<file path="src/rtl/insfetch_q_if.sv">
// Fetch-queue bundle: inscache request/response, decoder head port, redirect
// and branch-resolution feedback. The fetch block drives the master side.
interface insfetch_q_if #(
  parameter int unsigned FQ_DEPTH  = 4,
  parameter int unsigned PHT_IDX_W = 8
);
  localparam int unsigned CNT_W = $clog2(FQ_DEPTH) + 1;

  logic [31:0]          out_PC;
  logic                 ask_for;
  logic                 give_you;
  logic [31:0]          g_ins;
  logic                 dc_valid;
  logic                 dc_ready;
  logic [31:0]          dc_addr;
  logic [31:0]          dc_ins;
  logic                 dc_pred_jmp;
  logic [31:0]          dc_alt_pc;
  logic [CNT_W-1:0]     fq_count;
  logic                 rob_clear;
  logic [31:0]          rob_new_pc;
  logic                 cancel_stuck;
  logic [31:0]          jalr_new_pc;
  logic                 is_res;
  logic [PHT_IDX_W-1:0] res_pc_part;
  logic                 res_jmp;

  modport master (
    output out_PC, ask_for, dc_valid, dc_addr, dc_ins, dc_pred_jmp, dc_alt_pc, fq_count,
    input  give_you, g_ins, dc_ready, rob_clear, rob_new_pc, cancel_stuck, jalr_new_pc,
           is_res, res_pc_part, res_jmp
  );

  modport slave (
    input  out_PC, ask_for, dc_valid, dc_addr, dc_ins, dc_pred_jmp, dc_alt_pc, fq_count,
    output give_you, g_ins, dc_ready, rob_clear, rob_new_pc, cancel_stuck, jalr_new_pc,
           is_res, res_pc_part, res_jmp
  );
endinterface

</file>
<file path="src/rtl/insfetch_q.sv">
// Instruction fetch with predecode, bimodal branch predictor and a small
// fetch queue feeding the decoder; stalls on indirect jumps until resolved.
module insfetch_q #(
  parameter int unsigned FQ_DEPTH  = 4,
  parameter int unsigned PHT_IDX_W = 8,
  parameter int unsigned CTR_W     = 2,
  parameter int unsigned RVC_EN    = 1
) (
  input  logic          clk_in,
  input  logic          rst_n_in,
  input  logic          rdy_in,
  insfetch_q_if.master  fq
);
  localparam int unsigned PTR_W = (FQ_DEPTH > 1) ? $clog2(FQ_DEPTH) : 1;
  localparam int unsigned CNT_W = $clog2(FQ_DEPTH) + 1;
  localparam int unsigned PHT_N = 1 << PHT_IDX_W;
  localparam logic [CTR_W-1:0] CTR_INIT = CTR_W'(1 << (CTR_W - 1));
  localparam logic [CTR_W-1:0] CTR_MAX  = '1;
  localparam logic [CNT_W-1:0] CNT_FULL = CNT_W'(FQ_DEPTH);

  typedef enum logic {ST_FETCH, ST_STUCK} fetch_state_e;
  typedef enum logic [1:0] {CL_PLAIN, CL_JAL, CL_JALR, CL_BR} ins_class_e;

  fetch_state_e     state_q, state_d;
  logic [31:0]      pc_q, pc_d;
  logic [PTR_W-1:0] wr_ptr_q, wr_ptr_d;
  logic [PTR_W-1:0] rd_ptr_q, rd_ptr_d;
  logic [CNT_W-1:0] count_q, count_d;

  logic [31:0]      q_addr_q [FQ_DEPTH];
  logic [31:0]      q_ins_q  [FQ_DEPTH];
  logic             q_pred_q [FQ_DEPTH];
  logic [31:0]      q_alt_q  [FQ_DEPTH];
  logic [CTR_W-1:0] pht_q    [PHT_N];

  logic [31:0]          ins;
  logic                 is_rvc;
  logic [31:0]          len;
  logic [31:0]          imm;
  ins_class_e           cls;
  logic                 push;
  logic                 pop;
  logic [PHT_IDX_W-1:0] pht_idx;
  logic                 pred_taken;
  logic [31:0]          seq_pc;
  logic [31:0]          tgt_pc;
  logic                 ent_pred;
  logic [31:0]          ent_alt;
  logic [CTR_W-1:0]     pht_upd_d;

  assign ins = fq.g_ins;

  // Predecode: classify the incoming word and extract its PC-relative offset.
  always_comb begin
    is_rvc = (RVC_EN != 0) && (ins[1:0] != 2'b11);
    len    = is_rvc ? 32'd2 : 32'd4;
    cls    = CL_PLAIN;
    imm    = '0;
    if (is_rvc) begin
      if (ins[1:0] == 2'b01 && (ins[15:13] == 3'b101 || ins[15:13] == 3'b001)) begin
        cls = CL_JAL;
        imm = {{20{ins[12]}}, ins[12], ins[8], ins[10:9], ins[6], ins[7], ins[2],
               ins[11], ins[5:3], 1'b0};
      end else if (ins[1:0] == 2'b01 && ins[15:14] == 2'b11) begin
        cls = CL_BR;
        imm = {{23{ins[12]}}, ins[12], ins[6:5], ins[2], ins[11:10], ins[4:3], 1'b0};
      end else if (ins[1:0] == 2'b10 && ins[15:13] == 3'b100 && ins[6:2] == 5'd0) begin
        cls = CL_JALR;
      end
    end else begin
      unique case (ins[6:0])
        7'b1101111: begin
          cls = CL_JAL;
          imm = {{11{ins[31]}}, ins[31], ins[19:12], ins[20], ins[30:21], 1'b0};
        end
        7'b1100111: cls = CL_JALR;
        7'b1100011: begin
          cls = CL_BR;
          imm = {{19{ins[31]}}, ins[31], ins[7], ins[30:25], ins[11:8], 1'b0};
        end
        default: cls = CL_PLAIN;
      endcase
    end
  end

  assign fq.out_PC      = pc_q;
  assign fq.ask_for     = rdy_in && (state_q == ST_FETCH) && (count_q < CNT_FULL);
  assign fq.dc_valid    = (count_q != '0);
  assign fq.dc_addr     = q_addr_q[rd_ptr_q];
  assign fq.dc_ins      = q_ins_q[rd_ptr_q];
  assign fq.dc_pred_jmp = q_pred_q[rd_ptr_q];
  assign fq.dc_alt_pc   = q_alt_q[rd_ptr_q];
  assign fq.fq_count    = count_q;

  assign push       = fq.ask_for && fq.give_you && !fq.rob_clear;
  assign pop        = rdy_in && fq.dc_valid && fq.dc_ready && !fq.rob_clear;
  assign pht_idx    = pc_q[PHT_IDX_W:1];
  assign pred_taken = pht_q[pht_idx][CTR_W-1];
  assign seq_pc     = pc_q + len;
  assign tgt_pc     = pc_q + imm;

  always_comb begin
    pc_d     = pc_q;
    state_d  = state_q;
    wr_ptr_d = wr_ptr_q;
    rd_ptr_d = rd_ptr_q;
    count_d  = count_q;
    ent_pred = 1'b0;
    ent_alt  = seq_pc;
    if (fq.rob_clear) begin
      pc_d     = fq.rob_new_pc;
      state_d  = ST_FETCH;
      wr_ptr_d = '0;
      rd_ptr_d = '0;
      count_d  = '0;
    end else begin
      if (state_q == ST_STUCK && fq.cancel_stuck) begin
        pc_d    = fq.jalr_new_pc;
        state_d = ST_FETCH;
      end
      if (push) begin
        unique case (cls)
          CL_JALR: state_d = ST_STUCK;
          CL_JAL: begin
            pc_d     = tgt_pc;
            ent_pred = 1'b1;
          end
          CL_BR: begin
            ent_pred = pred_taken;
            pc_d     = pred_taken ? tgt_pc : seq_pc;
            ent_alt  = pred_taken ? seq_pc : tgt_pc;
          end
          default: pc_d = seq_pc;
        endcase
        wr_ptr_d = wr_ptr_q + PTR_W'(1);
      end
      if (pop) begin
        rd_ptr_d = rd_ptr_q + PTR_W'(1);
      end
      unique case ({push, pop})
        2'b10:   count_d = count_q + CNT_W'(1);
        2'b01:   count_d = count_q - CNT_W'(1);
        default: count_d = count_q;
      endcase
    end
  end

  // Saturating counter update; the lookup above uses the pre-update value.
  always_comb begin
    pht_upd_d = pht_q[fq.res_pc_part];
    if (fq.res_jmp) begin
      if (pht_upd_d != CTR_MAX) pht_upd_d = pht_upd_d + CTR_W'(1);
    end else begin
      if (pht_upd_d != '0) pht_upd_d = pht_upd_d - CTR_W'(1);
    end
  end

  always_ff @(posedge clk_in or negedge rst_n_in) begin
    if (!rst_n_in) begin
      state_q  <= ST_FETCH;
      pc_q     <= '0;
      wr_ptr_q <= '0;
      rd_ptr_q <= '0;
      count_q  <= '0;
      for (int unsigned i = 0; i < FQ_DEPTH; i++) begin
        q_addr_q[i] <= '0;
        q_ins_q[i]  <= '0;
        q_pred_q[i] <= 1'b0;
        q_alt_q[i]  <= '0;
      end
      for (int unsigned j = 0; j < PHT_N; j++) begin
        pht_q[j] <= CTR_INIT;
      end
    end else if (rdy_in) begin
      state_q  <= state_d;
      pc_q     <= pc_d;
      wr_ptr_q <= wr_ptr_d;
      rd_ptr_q <= rd_ptr_d;
      count_q  <= count_d;
      if (push) begin
        q_addr_q[wr_ptr_q] <= pc_q;
        q_ins_q[wr_ptr_q]  <= ins;
        q_pred_q[wr_ptr_q] <= ent_pred;
        q_alt_q[wr_ptr_q]  <= ent_alt;
      end
      if (fq.is_res) begin
        pht_q[fq.res_pc_part] <= pht_upd_d;
      end
    end
  end
endmodule

</file>
<file path="src/flat_wrapper.sv">
// flat-port wrapper written by rule: the top's interface ports become plain ports
module insfetch_q_flat 
#(
  parameter int unsigned FQ_DEPTH  = 4,
  parameter int unsigned PHT_IDX_W = 8,
  parameter int unsigned CTR_W     = 2,
  parameter int unsigned RVC_EN    = 1
)
  (clk_in, rst_n_in, rdy_in, fq_out_PC, fq_ask_for, fq_dc_valid, fq_dc_addr, fq_dc_ins, fq_dc_pred_jmp, fq_dc_alt_pc, fq_fq_count, fq_give_you, fq_g_ins, fq_dc_ready, fq_rob_clear, fq_rob_new_pc, fq_cancel_stuck, fq_jalr_new_pc, fq_is_res, fq_res_pc_part, fq_res_jmp);
  insfetch_q_if #(.FQ_DEPTH(FQ_DEPTH), .PHT_IDX_W(PHT_IDX_W)) fq_i ();
  input  logic clk_in;
  input  logic rst_n_in;
  input  logic rdy_in;
  output wire logic [$bits(fq_i.out_PC)-1:0] fq_out_PC;
  output wire logic [$bits(fq_i.ask_for)-1:0] fq_ask_for;
  output wire logic [$bits(fq_i.dc_valid)-1:0] fq_dc_valid;
  output wire logic [$bits(fq_i.dc_addr)-1:0] fq_dc_addr;
  output wire logic [$bits(fq_i.dc_ins)-1:0] fq_dc_ins;
  output wire logic [$bits(fq_i.dc_pred_jmp)-1:0] fq_dc_pred_jmp;
  output wire logic [$bits(fq_i.dc_alt_pc)-1:0] fq_dc_alt_pc;
  output wire logic [$bits(fq_i.fq_count)-1:0] fq_fq_count;
  input wire logic [$bits(fq_i.give_you)-1:0] fq_give_you;
  input wire logic [$bits(fq_i.g_ins)-1:0] fq_g_ins;
  input wire logic [$bits(fq_i.dc_ready)-1:0] fq_dc_ready;
  input wire logic [$bits(fq_i.rob_clear)-1:0] fq_rob_clear;
  input wire logic [$bits(fq_i.rob_new_pc)-1:0] fq_rob_new_pc;
  input wire logic [$bits(fq_i.cancel_stuck)-1:0] fq_cancel_stuck;
  input wire logic [$bits(fq_i.jalr_new_pc)-1:0] fq_jalr_new_pc;
  input wire logic [$bits(fq_i.is_res)-1:0] fq_is_res;
  input wire logic [$bits(fq_i.res_pc_part)-1:0] fq_res_pc_part;
  input wire logic [$bits(fq_i.res_jmp)-1:0] fq_res_jmp;
  assign fq_out_PC = fq_i.out_PC;
  assign fq_ask_for = fq_i.ask_for;
  assign fq_dc_valid = fq_i.dc_valid;
  assign fq_dc_addr = fq_i.dc_addr;
  assign fq_dc_ins = fq_i.dc_ins;
  assign fq_dc_pred_jmp = fq_i.dc_pred_jmp;
  assign fq_dc_alt_pc = fq_i.dc_alt_pc;
  assign fq_fq_count = fq_i.fq_count;
  assign fq_i.give_you = fq_give_you;
  assign fq_i.g_ins = fq_g_ins;
  assign fq_i.dc_ready = fq_dc_ready;
  assign fq_i.rob_clear = fq_rob_clear;
  assign fq_i.rob_new_pc = fq_rob_new_pc;
  assign fq_i.cancel_stuck = fq_cancel_stuck;
  assign fq_i.jalr_new_pc = fq_jalr_new_pc;
  assign fq_i.is_res = fq_is_res;
  assign fq_i.res_pc_part = fq_res_pc_part;
  assign fq_i.res_jmp = fq_res_jmp;
  insfetch_q #(.FQ_DEPTH(FQ_DEPTH), .PHT_IDX_W(PHT_IDX_W), .CTR_W(CTR_W), .RVC_EN(RVC_EN)) u_core (.clk_in(clk_in), .rst_n_in(rst_n_in), .rdy_in(rdy_in), .fq(fq_i));
endmodule
</file>
<file path="config.mk">
export PLATFORM = sky130hd
export DESIGN_NAME = insfetch_q_flat
export DESIGN_NICKNAME = d
export VERILOG_FILES = /design/src/rtl/insfetch_q_if.sv /design/src/rtl/insfetch_q.sv /design/src/flat_wrapper.sv
export SDC_FILE = /design/constraint.sdc
export NUM_CORES = 2
export LEC_CHECK = 0
export BUFFER_PORTS_ARGS = -buffer_cell sky130_fd_sc_hd__buf_2
export CORE_ASPECT_RATIO = 1.2
export CORE_MARGIN = 3
export CORE_UTILIZATION = 40
export DETAILED_ROUTE_END_ITERATION = 10
export GPL_TIMING_DRIVEN = 0
export SYNTH_ARGS = -nofsm -noshare
export SYNTH_HDL_FRONTEND = slang
export SYNTH_SLANG_ARGS = --single-unit
</file>
<file path="constraint.sdc">
create_clock -name clk_in -period 4.6 [get_ports clk_in]
set_input_delay 0.69 -clock clk_in [delete_from_list [all_inputs] [get_ports clk_in]]
set_output_delay 0.69 -clock clk_in [all_outputs]
set_load 0.1 [all_outputs]
</file>
==> impl_results.md <==
* Status: finished with violations
* Failing checks: capacitance limit, slew limit, setup timing
* Syn_nets at 5069
* Post-synthesis sequential area ratio at 48.6%
* Root Buffer Master: clkbuf_16
* Highest-count cells in the layout ignoring fill and taps: nand2_1 (1678), dfrtp_1 (678), o21ai_0 (496)
* Cell-internal power at 0.0179 W
* Hold Path Class: primary input to async pin
* Most used DFF post-synth: dfrtp_1
* Fill count at 11336
* CTS max path bufs at 3
* Number of CTS-inserted buffers at 99
* Worst slew pin tran at 1.58 ns
* Vias at 41565
* Reg2Reg Depth at 12
* FF-to-FF Start: u_core.fq.out_PC[6]$_DFFE_PN0P_
* Clk pin slew, worst setup/hold paths at 0.07 ns
* Layout cells sized above 1 at 24.6%
* Post-synthesis cell count at 4918
* Pwr Density at 551 nW/um^2
* Total grt overflow at 0
* Reg power frac at 34.4%
* Die Wd at 325 um
* Initial antenna violation count at 6
* Row count at 139
* NetSw at 0.0135 W
* Overall Global Routing Usage at 30.4%
* YS warnings at 0
* Initial drt markers at 4262
* Initial Utilization at 40.5%
* Vias per Instance at 5.94
* First-pass GRT wire length at 282000 um
* Cell Area, Synth at 48900 um^2
* Maximum vdd drop at 0.764 mV
* Clock share of power at 28.1%
* DRT Pass-1 Iters at 8
* CTS Sinks at 936
* DR DRC count at 0
* Vias in the first global route at 40839
* Final worst slack at -0.167 ns
* Detailed Place HPWL at 140000 um
* PortBufs at 234
* RSZ-0062 raised after global routing: yes
* R2r endpoint: u_core.fq.out_PC[9]$_DFFE_PN0P_
* Combinational power share at 37.5%
* Slew margin rel. at -5.66%
* TNS Setup at -1.85 ns
* Commonest non-fill, non-tap cell in the layout: nand2_1
* Core Box Area at 121000 um^2
* CTS tree: yes
* Sw Ratio at 42.9%
* Worst Path Required at 5.20 ns
* H-tree depth at 3
* Leakage Power at 24.0 nW
* Kind of end point of the critical path: flip-flop
* Startpoint type of the worst setup path: flip-flop
* Final slew viol count at 18
* Final Wtd Congestion at 1.01
* Routed Wire Length at 195000 um
* Nets@finish at 5441
* Asr flop ratio synth at 100%
* Final worst path period need at 4.77 ns
* Clock Skew at 0.0534 ns
* Final period utilization at 104%
* Routed Antenna Nets at 0
* Setup CP Type: flip-flop to flip-flop
* Reg2Reg Setup Slack at -0.17 ns
* Synthesized flop and latch total at 936
* Largest net degree at the start of global routing at 119
* Yosys cell types at 78
* Max_cap viols at 2
* Worst Path Max Fanout at 10
* Area Growth Syn to Fin at 16.6%
* Die Span Y at 389 um
* Worst path arrival time at 5.37 ns
* Top-Level Pins at 247
* Die area at 126000 um^2
* CTS Hold Bufs at 0
* EDFF count, synth at 0
* Worst skew pair latency at 0.75 ns
* Post-Place Setup Slack at -2.87 ns
* Average wire per standard cell at 27.9 um
* F_max at 210 MHz
* Hold violation count in the final report at 0
* Post-synthesis area per instance at 9.93 um^2
* Final setup vio count at 43
==> flip-flops by register name, summed over array words and instances (netlist names) <==
| name | flops |
|---|---|
| u_core.q_alt_q | 128 |
| u_core.pht_q | 512 |
| u_core.q_pred_q | 4 |
| u_core.wr_ptr_q | 2 |
| u_core.q_addr_q | 124 |
| u_core.rd_ptr_q | 2 |
| u_core.state_q | 1 |
| u_core.q_ins_q | 128 |
| u_core.fq.out_PC | 32 |
| u_core.fq.fq_count | 3 |
==> logic make-up after synthesis <==
| kind of cell | synth area share, % |
|---|---|
| AND/OR/NAND/NOR | 16.8 |
| AO/OA/AOI/OAI | 11.9 |
| flip-flops | 48.6 |
| multiplexers | 17.4 |
| buffers and inverters | 3.34 |
| XOR/XNOR | 0.950 |
| adder cells (fa/ha/maj) | 1.00 |
==> area by class of cell <==
class | instances | area [um^2] | share of cell area [%]
Tap cell | 1621 | 2030 | 3.56
Sequential cell | 936 | 23700 | 41.7
Clock inverter | 44 | 692 | 1.22
Inverter | 24 | 92.6 | 0.163
Buffer | 363 | 1760 | 3.08
Clock buffer | 139 | 2860 | 5.02
Timing Repair Buffer | 272 | 1720 | 3.02
Multi-Input combinational cell | 3594 | 24000 | 42.2
Antenna cell | 2 | 5.00 | 0.00879
==> cell usage after synthesis (all sizes together), types with 24 or more instances <==
| library cell | n | share of area (%) |
|---|---|---|
| mux4 | 317 | 15 |
| mux2i | 79 | 1.6 |
| xnor2 | 27 | 0.48 |
| ha | 36 | 0.92 |
| xor2 | 26 | 0.47 |
| nand2 | 1681 | 13 |
| o21ai | 608 | 6.2 |
| a22oi | 27 | 0.41 |
| nor3 | 46 | 0.47 |
| buf | 99 | 1.1 |
| nand3 | 39 | 0.40 |
| clkbuf | 265 | 2.1 |
| mux2 | 51 | 1.2 |
| dfstp | 256 | 14 |
| dfrtp | 680 | 35 |
| o31ai | 50 | 1.0 |
| a21oi | 137 | 1.4 |
| inv | 24 | 0.18 |
| nor2 | 174 | 1.3 |
==> per-stage QoR <==
| step | instances | area, um^2 | util [%] | power [W] | hold slack [ns] |
|---|---|---|---|---|---|
| floorplan | 4918 | 48900 | - | 0.0194 | 0.394 |
| global placement | 6773 | 52100 | 43.2 | 0.0222 | 0.452 |
| detailed placement | 6792 | 52500 | 43.6 | 0.0224 | 0.459 |
| CTS | 6982 | 56700 | 47.0 | 0.0314 | 0.0387 |
| global route | 6993 | 56900 | 47.2 | 0.0325 | 0.0899 |
| finish | 6995 | 56900 | 47.2 | 0.0314 | 0.0421 |
==> worst max-delay path by stage <==
stage	from	to	slack (ns)	cells after the start
2_1_floorplan	fq_g_ins[14]	u_core.fq.out_PC[30]$_DFFE_PN0P_	0.05	15
3_3_place_gp	rst_n_in	u_core.pht_q[104]$_DFFE_PN0P_	-17.83	1
3_5_place_dp	fq_g_ins[14]	u_core.q_alt_q[126]$_DFFE_PN0P_	-2.87	16
4_1_cts	fq_res_pc_part[1]	u_core.pht_q[173]$_DFFE_PN1P_	0.002	14
5_1_grt	u_core.fq.out_PC[1]$_DFFE_PN0P_	u_core.fq.out_PC[9]$_DFFE_PN0P_	-0.03	14
6_report	u_core.fq.out_PC[6]$_DFFE_PN0P_	u_core.fq.out_PC[9]$_DFFE_PN0P_	-0.17	12
==> repair_timing <==
action                                  4_1_cts  5_1_grt
setup buffers                                 8       11
gates cloned                                  0        0
gates resized for setup                     160       66
endpoints found under the setup margin      691      545
pin swaps                                     8        4
==> worst max-delay path, cell delays in order (launching register included) <==
cell      delay (ns)
dfrtp_1         0.42
clkbuf_2        0.48
nor2b_1         0.80
o221ai_1        0.33
a31o_2          0.32
a311oi_4        0.49
buf_4           0.26
or2_2           0.13
buf_2           0.31
clkbuf_4        0.37
a211oi_1        0.13
o21ai_0         0.47
nand2_1         0.10
==> power groups by stage <==
stage / sequential, W / combinational, W / clock, W
after floorplan: 0.0110 / 0.00840 / 0
after global placement: 0.0109 / 0.0114 / 0
after detailed placement: 0.0109 / 0.0115 / 0
after CTS: 0.0108 / 0.0117 / 0.00892
after global routing: 0.0110 / 0.0123 / 0.00922
final: 0.0108 / 0.0118 / 0.00882
==> metal layers <==
layer  up-vias  global-route usage [%]  part of all wire (%)
li1      17984                       -                     -
met1     20662                    36.8                    37
met2      2252                    48.4                    46
met3       661                    6.38                   8.7
met4         6                    21.9                   8.6
met5         -                       0                 0.018
Note: power is estimated with default switching activity, not from simulation.
